[config.mk]
export PLATFORM = sky130hd
export DESIGN_NAME = pwm_ramp_ctrl_flat
export DESIGN_NICKNAME = d
export VERILOG_FILES = /design/src/rtl/pwm_ctrl_pkg.sv /design/src/rtl/pwm_ramp_ctrl_if.sv /design/src/rtl/pwm_phase_counter.sv /design/src/rtl/pwm_ramp_ctrl.sv /design/src/flat_wrapper.sv
export SDC_FILE = /design/constraint.sdc
export NUM_CORES = 1
export LEC_CHECK = 0
export CAP_MARGIN = 20
export CELL_PAD_IN_SITES_DETAIL_PLACEMENT = 0
export CELL_PAD_IN_SITES_GLOBAL_PLACEMENT = 1
export CORE_MARGIN = 5
export CORE_UTILIZATION = 46
export CTS_CLUSTER_SIZE = 16
export DETAILED_ROUTE_END_ITERATION = 10
export PLACE_DENSITY = 0.95
export REMOVE_ABC_BUFFERS = 1
export SYNTH_ARGS = -nofsm -noshare
export SYNTH_HDL_FRONTEND = slang
export SYNTH_SLANG_ARGS = --single-unit
export TNS_END_PERCENT = 100
[constraint.sdc]
create_clock -name clk -period 7.7 [get_ports clk]
set_input_delay 2.31 -clock clk [delete_from_list [all_inputs] [get_ports clk]]
set_output_delay 2.31 -clock clk [all_outputs]
set_load 0.03 [all_outputs]
[src/rtl/pwm_ctrl_pkg.sv]
// Shared types and defaults for the PWM duty-path controllers.
// Optional build macro used by the ramp controller: PWM_RAMP_DWELL_EN.
package pwm_ctrl_pkg;

    localparam int DEF_WIDTH   = 8;
    localparam int DEF_DWELL_W = 4;

    // Last phase value of a period at the default width (2^WIDTH - 1).
    localparam logic [DEF_WIDTH-1:0] PERIOD_MAX = {DEF_WIDTH{1'b1}};

    typedef enum logic {
        IDLE = 1'b0,
        RAMP = 1'b1
    } state_e;

endpackage

[src/rtl/pwm_ramp_ctrl_if.sv]
// Command channel of the ramp controller: valid/ready handshake carrying
// target duty, step size and (with PWM_RAMP_DWELL_EN) a dwell count.
interface pwm_ramp_ctrl_if
    import pwm_ctrl_pkg::*;
#(
    parameter int WIDTH = DEF_WIDTH
`ifdef PWM_RAMP_DWELL_EN
    ,
    parameter int DWELL_W = DEF_DWELL_W
`endif
) ();

    logic             cmd_valid;
    logic             cmd_ready;
    logic [WIDTH-1:0] cmd_target;
    logic [WIDTH-1:0] cmd_step;
`ifdef PWM_RAMP_DWELL_EN
    logic [DWELL_W-1:0] cmd_dwell;
`endif

`ifdef PWM_RAMP_DWELL_EN
    modport master (output cmd_valid, cmd_target, cmd_step, cmd_dwell, input  cmd_ready);
    modport slave  (input  cmd_valid, cmd_target, cmd_step, cmd_dwell, output cmd_ready);
`else
    modport master (output cmd_valid, cmd_target, cmd_step, input  cmd_ready);
    modport slave  (input  cmd_valid, cmd_target, cmd_step, output cmd_ready);
`endif

endinterface

[src/rtl/pwm_phase_counter.sv]
// Free-running WIDTH-bit PWM phase counter. Wraps from all-ones to zero and
// never stalls; period_end flags the last phase of each period.
module pwm_phase_counter
    import pwm_ctrl_pkg::*;
#(
    parameter int WIDTH = DEF_WIDTH
) (
    input  logic             clk,
    input  logic             rst,
    output logic [WIDTH-1:0] phase_o,
    output logic             period_end_o
);

    logic [WIDTH-1:0] phase_q;
    logic [WIDTH-1:0] phase_d;

    assign phase_d = phase_q + WIDTH'(1);

    // Phase register: synchronous clear, otherwise count up with natural wrap.
    always_ff @(posedge clk) begin
        // NOTE: state registers use non-blocking assignments so every flop
        // samples pre-edge values regardless of process evaluation order.
        if (rst) begin
            phase_q <= '0;
        end else begin
            phase_q <= phase_d;
        end
    end

    assign phase_o      = phase_q;
    assign period_end_o = &phase_q;

endmodule

[src/rtl/pwm_ramp_ctrl.sv]
// PWM duty ramp sequencer. Accepts target/step commands and moves the duty
// output toward the target by one step per PWM period, changing duty only on
// the edge that ends a period so the comparator (phase < duty) never sees a
// mid-period change. Optional build macro: PWM_RAMP_DWELL_EN adds a cmd_dwell
// field giving D extra periods between steps.
module pwm_ramp_ctrl
    import pwm_ctrl_pkg::*;
#(
    parameter int WIDTH   = DEF_WIDTH,
    parameter int DWELL_W = DEF_DWELL_W
) (
    input  logic             clk,
    input  logic             rst,
    pwm_ramp_ctrl_if.slave   cmd,
    input  logic             abort_i,
    output logic [WIDTH-1:0] duty_o,
    output logic [WIDTH-1:0] phase_o,
    output logic             period_end_o,
    output logic             busy_o,
    output logic             done_o
);

    if (WIDTH < 2 || DWELL_W < 1) begin : g_bad_cfg
        $error("pwm_ramp_ctrl: WIDTH must be >= 2 and DWELL_W >= 1");
    end

    state_e           state_q, state_d;
    logic [WIDTH-1:0] duty_q, duty_d;
    logic [WIDTH-1:0] target_q, target_d;
    logic [WIDTH-1:0] step_q, step_d;
    logic             done_q, done_d;
    logic             init_q;
    logic             period_end;
    logic             cmd_ready;
    logic             step_due;
    logic             ramp_up;
    logic             reach;
    logic [WIDTH:0]   sum_up;
    logic [WIDTH:0]   sum_dn;
`ifdef PWM_RAMP_DWELL_EN
    logic [DWELL_W-1:0] dwell_q, dwell_d;
    logic [DWELL_W-1:0] dwell_cnt_q, dwell_cnt_d;
`endif

    pwm_phase_counter #(.WIDTH(WIDTH)) u_phase (
        .clk          (clk),
        .rst          (rst),
        .phase_o      (phase_o),
        .period_end_o (period_end)
    );

    // init_q holds cmd_ready low while reset is applied and for the
    // remainder of that cycle, without any path from rst to the output.
    assign cmd_ready     = init_q && (state_q == IDLE);
    assign cmd.cmd_ready = cmd_ready;

`ifdef PWM_RAMP_DWELL_EN
    assign step_due = (dwell_cnt_q == dwell_q);
`else
    assign step_due = 1'b1;
`endif

    // Distance checks at WIDTH+1 bits: "diff <= step" is rewritten as a
    // carry-safe sum comparison, so neither direction can wrap.
    assign ramp_up = (target_q > duty_q);
    assign sum_up  = {1'b0, duty_q}   + {1'b0, step_q};
    assign sum_dn  = {1'b0, target_q} + {1'b0, step_q};
    assign reach   = ramp_up ? (sum_up >= {1'b0, target_q})
                             : (sum_dn >= {1'b0, duty_q});

    // Next-state and datapath decode for the IDLE/RAMP sequencer.
    always_comb begin
        // NOTE: every variable gets a default before the case so no path
        // leaves it unassigned, which would otherwise infer a latch.
        state_d  = state_q;
        duty_d   = duty_q;
        target_d = target_q;
        step_d   = step_q;
        done_d   = 1'b0;
`ifdef PWM_RAMP_DWELL_EN
        dwell_d     = dwell_q;
        dwell_cnt_d = dwell_cnt_q;
`endif
        case (state_q)
            IDLE: begin
                // abort is deliberately ignored here.
                if (cmd.cmd_valid && cmd_ready) begin
                    target_d = cmd.cmd_target;
                    step_d   = cmd.cmd_step;
                    state_d  = RAMP;
`ifdef PWM_RAMP_DWELL_EN
                    dwell_d     = cmd.cmd_dwell;
                    dwell_cnt_d = '0;
`endif
                end
            end
            RAMP: begin
                if (abort_i) begin
                    // Abort beats a coincident boundary: duty is held.
                    state_d = IDLE;
`ifdef PWM_RAMP_DWELL_EN
                    dwell_cnt_d = '0;
`endif
                end else if (period_end && step_due) begin
`ifdef PWM_RAMP_DWELL_EN
                    dwell_cnt_d = '0;
`endif
                    if (step_q == '0 || reach) begin
                        duty_d  = target_q;
                        done_d  = 1'b1;
                        state_d = IDLE;
                    end else if (ramp_up) begin
                        duty_d = duty_q + step_q;
                    end else begin
                        duty_d = duty_q - step_q;
                    end
                end
`ifdef PWM_RAMP_DWELL_EN
                else if (period_end) begin
                    dwell_cnt_d = dwell_cnt_q + DWELL_W'(1);
                end
`endif
            end
            default: state_d = IDLE;
        endcase
    end

    // Control state and duty register; reset discards any ramp in flight.
    always_ff @(posedge clk) begin
        if (rst) begin
            state_q <= IDLE;
            duty_q  <= '0;
            done_q  <= 1'b0;
            init_q  <= 1'b0;
`ifdef PWM_RAMP_DWELL_EN
            dwell_cnt_q <= '0;
`endif
        end else begin
            state_q <= state_d;
            duty_q  <= duty_d;
            done_q  <= done_d;
            init_q  <= 1'b1;
`ifdef PWM_RAMP_DWELL_EN
            dwell_cnt_q <= dwell_cnt_d;
`endif
        end
    end

    // Latched command fields, loaded on every accept.
    always_ff @(posedge clk) begin
        // NOTE: no reset here -- these are only read in RAMP, which is
        // entered solely through an accept that loads them.
        target_q <= target_d;
        step_q   <= step_d;
`ifdef PWM_RAMP_DWELL_EN
        dwell_q  <= dwell_d;
`endif
    end

    assign duty_o       = duty_q;
    assign period_end_o = period_end;
    assign busy_o       = (state_q == RAMP);
    assign done_o       = done_q;

endmodule

[src/flat_wrapper.sv]
// flat-port wrapper written by rule: the top's interface ports become plain ports
module pwm_ramp_ctrl_flat import pwm_ctrl_pkg::*;
#(
    parameter int WIDTH   = DEF_WIDTH,
    parameter int DWELL_W = DEF_DWELL_W
)
  (clk, rst, abort_i, duty_o, phase_o, period_end_o, busy_o, done_o, cmd_cmd_valid, cmd_cmd_target, cmd_cmd_step, cmd_cmd_ready);
  pwm_ramp_ctrl_if #(.WIDTH(WIDTH)) cmd_i ();
  input  logic clk;
  input  logic rst;
  input  logic abort_i;
  output logic [WIDTH-1:0] duty_o;
  output logic [WIDTH-1:0] phase_o;
  output logic period_end_o;
  output logic busy_o;
  output logic done_o;
  input wire logic [$bits(cmd_i.cmd_valid)-1:0] cmd_cmd_valid;
  input wire logic [$bits(cmd_i.cmd_target)-1:0] cmd_cmd_target;
  input wire logic [$bits(cmd_i.cmd_step)-1:0] cmd_cmd_step;
  output wire logic [$bits(cmd_i.cmd_ready)-1:0] cmd_cmd_ready;
  assign cmd_i.cmd_valid = cmd_cmd_valid;
  assign cmd_i.cmd_target = cmd_cmd_target;
  assign cmd_i.cmd_step = cmd_cmd_step;
  assign cmd_cmd_ready = cmd_i.cmd_ready;
  pwm_ramp_ctrl #(.WIDTH(WIDTH), .DWELL_W(DWELL_W)) u_core (.clk(clk), .rst(rst), .cmd(cmd_i), .abort_i(abort_i), .duty_o(duty_o), .phase_o(phase_o), .period_end_o(period_end_o), .busy_o(busy_o), .done_o(done_o));
endmodule
# Word level (Yosys, flattened, before mapping)
# Cells that the tools add are included.
dict set report classes {
  addsub 5
  order_cmp 3
  mux 10
  n_bitwise 3
  n_reduce_logical 8
}
# operator count
set op_table {}
lappend op_table {{8-bit by 8-bit adder with 9-bit output} 2}
lappend op_table {{9-bit by 8-bit greater-or-equal comparator with 1-bit output} 2}
lappend op_table {{8-bit 2-to-1 mux} 2}
lappend op_table {{10-bit AND reduction} 1}
lappend op_table {{8-bit by 1-bit adder with 8-bit output, second input constant} 1}
lappend op_table {{8-bit adder} 1}
lappend op_table {{8-bit greater-than comparator} 1}
lappend op_table {{8-bit zero test} 1}
lappend op_table {{8-bit AND reduction} 1}
lappend op_table {{8-bit subtractor} 1}
lappend op_table {{1-bit 2-to-1 mux} 7}
lappend op_table {{4-bit OR reduction} 1}
lappend op_table {{1-bit NOT} 3}
lappend op_table {{1-bit logical AND} 2}
lappend op_table {{1-bit one-hot mux with 2 select lines} 1}
lappend op_table {{2-bit AND reduction} 1}
lappend op_table {{1-bit logical OR} 1}
dict set report totals {
  regBits 35
  in_bits 20
  word_cells 36
}

# Longest topological paths before layout
dict set report logic_depth {
  ltp_word 8
  ltp_mapped 17
  depth_no_buf 16
}

# Modules after synthesis
# From an unflattened synthesis, not the netlist that was laid out.
dict set report unflattened {
  hier_cells 313
  hier_area_um2 2865.2
}
# mod n_inst cells_per_inst area_per_inst_um2 seq_area_each_um2
set modules_own_cells {}
lappend modules_own_cells {pwm_ramp_ctrl 1 278 2543.7 700.7}
lappend modules_own_cells {pwm_phase_counter 1 35 321.6 160.2}

# Worst setup path after synthesis
# No wires, ideal clock.
dict set report synth_timing {
  kind {reg2out}
  from {register u_core.u_phase.phase_q[3] (netlist: u_core.u_phase.phase_o[3])}
  to {output port period_end_o}
  arrival_ns 1.238
  setup_slack_ns 4.152
  stages_incl_launch_ff 5
  n_path_buf 0
  cell_sequence {dfxtp_1 nand3_1 nor2_1 nand4_1 inv_1}
}
dict set report synth_via {
  elab_chain_cells 1
}
# element line_no
set synth_lines {}
lappend synth_lines {{start, declared} pwm_phase_counter.sv:14} ;# logic [WIDTH-1:0] phase_q;
lappend synth_lines {{start signal, assigned} pwm_phase_counter.sv:26} ;# phase_q <= phase_d;
lappend synth_lines {{8-bit AND reduction} pwm_phase_counter.sv:31} ;# assign period_end_o = &phase_q;
lappend synth_lines {{end, declared} flat_wrapper.sv:14} ;# output logic period_end_o;
# No other way between the ends.

# Final worst setup path
# Same ends and word-level chain as after synthesis.

==> impl_results.md <==
* Post-Syn Area at 2880 um^2
* Number of global-route vias before repair at 2398
* Clock sinks at 35
* CP Cell Sequence: nand3_1, nor2_1, nand4_1, inv_1, clkdlybuf4s50_1
* # hold bufs at CTS at 0
* Setup TNS at 0 ns
* Final net count at 417
* Post-Syn Area per Cell at 9.52 um^2
* Global-route wire length before repair at 11000 um
* HP Class: flop to flop
* DRT Pass-1 Iters at 4
* N_diodes at 0
* Final hold viol count at 0
* Number of gates resized after cts at 0
* Main flop type after synthesis: dfxtp_1
* Row count at 28
* Clock Power Share at between 30% and 40%
* RSZ-0062 raised after global routing: false
* P_sw at 127 uW
* Final setup fails at 0
* Least-Margin Pin Slew at 0.945 ns
* FF-to-FF path depth at 14
* Max Clk Rate at roughly 0.24 GHz
* Initial antenna violation count at 0
* Pwr dens at 137 nW/um^2
* Area grow syn2layout at 19.9%
* Worst VDD drop at approximately 0.00015 V
* Max Slew Vio Count at 0
* CP Max Fanout at 6
* Leakage at 0.00142 uW
* Switching share of power at 26.9%
* Grt ovf at 0
* Post-DP HPWL at about 5500 um
* Seq/Total Area, Yosys at 29.9%
* DIE WIDTH at approximately 89 um
* Crit end category: output pin
* Crit path time final at between 4 and 5 ns
* Die area at 7930 um^2
* Port-buffer cells at 39
* Placed cell count at 413
* Relative slew slack at 36.5%
* Number of flops mapped to enable cells by yosys at 16
* Post-synthesis register bit count at 35
* Wire per inst at roughly 16 um
* Crit Path Category: flop to output pin
* GRT Overall Usage at 18.2%
* Clock slew seen by the registers of the worst setup and hold paths at 0.07 ns
* Antenna-violating nets left at 0
* H-tree depth at 2
* Pin count of the biggest net entering global routing at 17
* Share of layout cells above drive strength 1 at 5.49%
* Status: finished, final reports clean
* Ports at 40
* Core Footprint at 5990 um^2
* Final WL at 6740 um
* Hold depth at 1
* Synth unique cells at 50
* Register share of total power at 44.2%
* CP Launch Type: flop
* Finished Layout Cells at 421
* Ys async rst share at 0%
* Max incr delay on CP at 0.67 ns
* Detailed-route DRC error count at 0
* Max-cap check violation count at 0
* Num CTS Buffers at 5
* WP data required at 5.39 ns
* CP Data Arrival Time at 1.94 ns
* DR iter-0 viols at 76
* Ys Warns at 0
* Comb pwr share at 21.7%
* Vias per cell at 5.58
* Clk root buf: clkbuf_8
* Initial Utilization at 48.0%
* Via count at 2349
* TritonCTS clock tree: built
* Cell count after synthesis at 302
* Clk buf depth at 2
* Int Power at about 340 uW
* Gp weighted congestion at a little under 0.9
* Clock skew at between 0.004 and 0.005 ns
* Die height at 89.1 um
* Slowest library cell on the worst path: clkdlybuf4s50_1
* Post-CTS Setup Inserts at 0
* Worst skew pair latency at 0.29 ns
* Fin crit share at 55.2%
-- kinds of logic (layout without fill, tap and decap cells) --
logic type	after synthesis	in the layout	synth area share [%]
flip-flops	35	35	29.9
AND/OR/NAND/NOR	61	61	11.6
XOR/XNOR	24	24	7.31
multiplexers	5	5	1.74
adder cells (fa/ha/maj)	52	52	23.4
AO/OA/AOI/OAI	88	88	21.0
buffers and inverters	37	81	5.09
-- metal layers --
metal  global-route usage, %  routed length [um]
met5                       0                   0
met4                    7.17                  92
met3                    2.12                 268
met2                    32.1                3370
met1                    22.6                3010
-- critical path, delay by kind of cell (launching register included) --
| family | cells | cell delay, ns |
|---|---|---|
| AND/OR/NAND/NOR | 3 | 0.46 |
| flip-flops | 1 | 0.43 |
| buffers and inverters | 2 | 0.76 |
-- cell usage after synthesis (all sizes together) (3+ instances only) --
| master | n | area [um^2] |
|---|---|---|
| xnor2 | 12 | 105 |
| fa | 3 | 60.1 |
| mux2i | 5 | 50.1 |
| nor3 | 4 | 20.0 |
| nor2 | 12 | 45.0 |
| dfxtp | 19 | 380 |
| o21bai | 4 | 30.0 |
| nand4 | 5 | 37.5 |
| xor2 | 12 | 105 |
| o21a | 8 | 60.1 |
| ha | 49 | 613 |
| a211oi | 4 | 30.0 |
| nand3 | 5 | 25.0 |
| nand2 | 12 | 45.0 |
| edfxtp | 16 | 480 |
| nand2b | 3 | 18.8 |
| o22ai | 3 | 38.8 |
| a21oi | 24 | 124 |
| nor2b | 7 | 43.8 |
| a21o | 6 | 45.0 |
| o21ai | 20 | 100 |
| inv | 34 | 128 |
| or3 | 8 | 56.3 |
| a211o | 3 | 28.8 |
-- flip-flops by register name (all words and copies together), names as in the netlist --
register	count
u_core.done_o	1
u_core.step_q	8
u_core.duty_o	8
u_core.init_q	1
u_core.busy_o	1
u_core.u_phase.phase_o	8
u_core.target_q	8
-- power by group through the flow --
stage / registers [uW] / clock network [uW] / logic [uW]
global route: 209 / 173 / 115
detailed placement: 212 / 0 / 102
global placement: 212 / 0 / 99.0
finish: 208 / 161 / 102
floorplan: 213 / 0 / 68.1
CTS: 208 / 164 / 103
-- cell usage in the layout (no fill, tap or decap), types with 4 or more instances in the layout --
cell type	instances
mux2i_1	5
clkbuf_8	5
nor3_1	4
a211oi_1	4
dfxtp_1	19
o21bai_1	4
nor2b_1	7
or3_1	6
nor2_1	12
nand4_1	4
o21ai_0	20
o21a_1	8
xor2_1	12
a21oi_1	23
xnor2_1	12
edfxtp_1	16
ha_1	49
a21o_1	6
clkdlybuf4s50_1	39
nand2_1	12
nand3_1	5
inv_1	34
-- metrics by stage --
stage / utilization (%) / total power, uW / setup WS [ns] / cell area (um^2) / hold slack, ns
floorplan: - / 281 / 4.15 / 2860 / 0.564
global placement: 55.8 / 311 / 3.58 / 3340 / 0.444
detailed placement: 55.8 / 314 / 3.55 / 3340 / 0.462
CTS: 57.6 / 475 / 3.43 / 3450 / 0.481
global route: 57.6 / 497 / 3.35 / 3450 / 0.510
finish: 57.6 / 471 / 3.45 / 3450 / 0.473
-- path summary, 6_finish.rpt --
| path | from | slack, ns | endpoint |
|---|---|---|---|
| min | u_core.u_phase.phase_o[0] | 0.47 | u_core.u_phase.phase_o[0] |
| max | u_core.u_phase.phase_o[3] | 3.45 | period_end_o |
| max reg2reg | u_core.duty_o[1] | 3.96 | u_core.duty_o[7] |
| min reg2reg | u_core.u_phase.phase_o[0] | 0.47 | u_core.u_phase.phase_o[0] |
-- final cells by class --
| type | instances | area, um^2 |
|---|---|---|
| clock buffer | 5 | 68.8 |
| clock inverter | 3 | 38.8 |
| fill | 537 | 2540 |
| inverter | 34 | 128 |
| multi-input combinational | 230 | 1870 |
| sequential | 35 | 861 |
| tap | 75 | 93.8 |
| timing repair buffer | 39 | 390 |
Power figures use the tool's default switching activity.
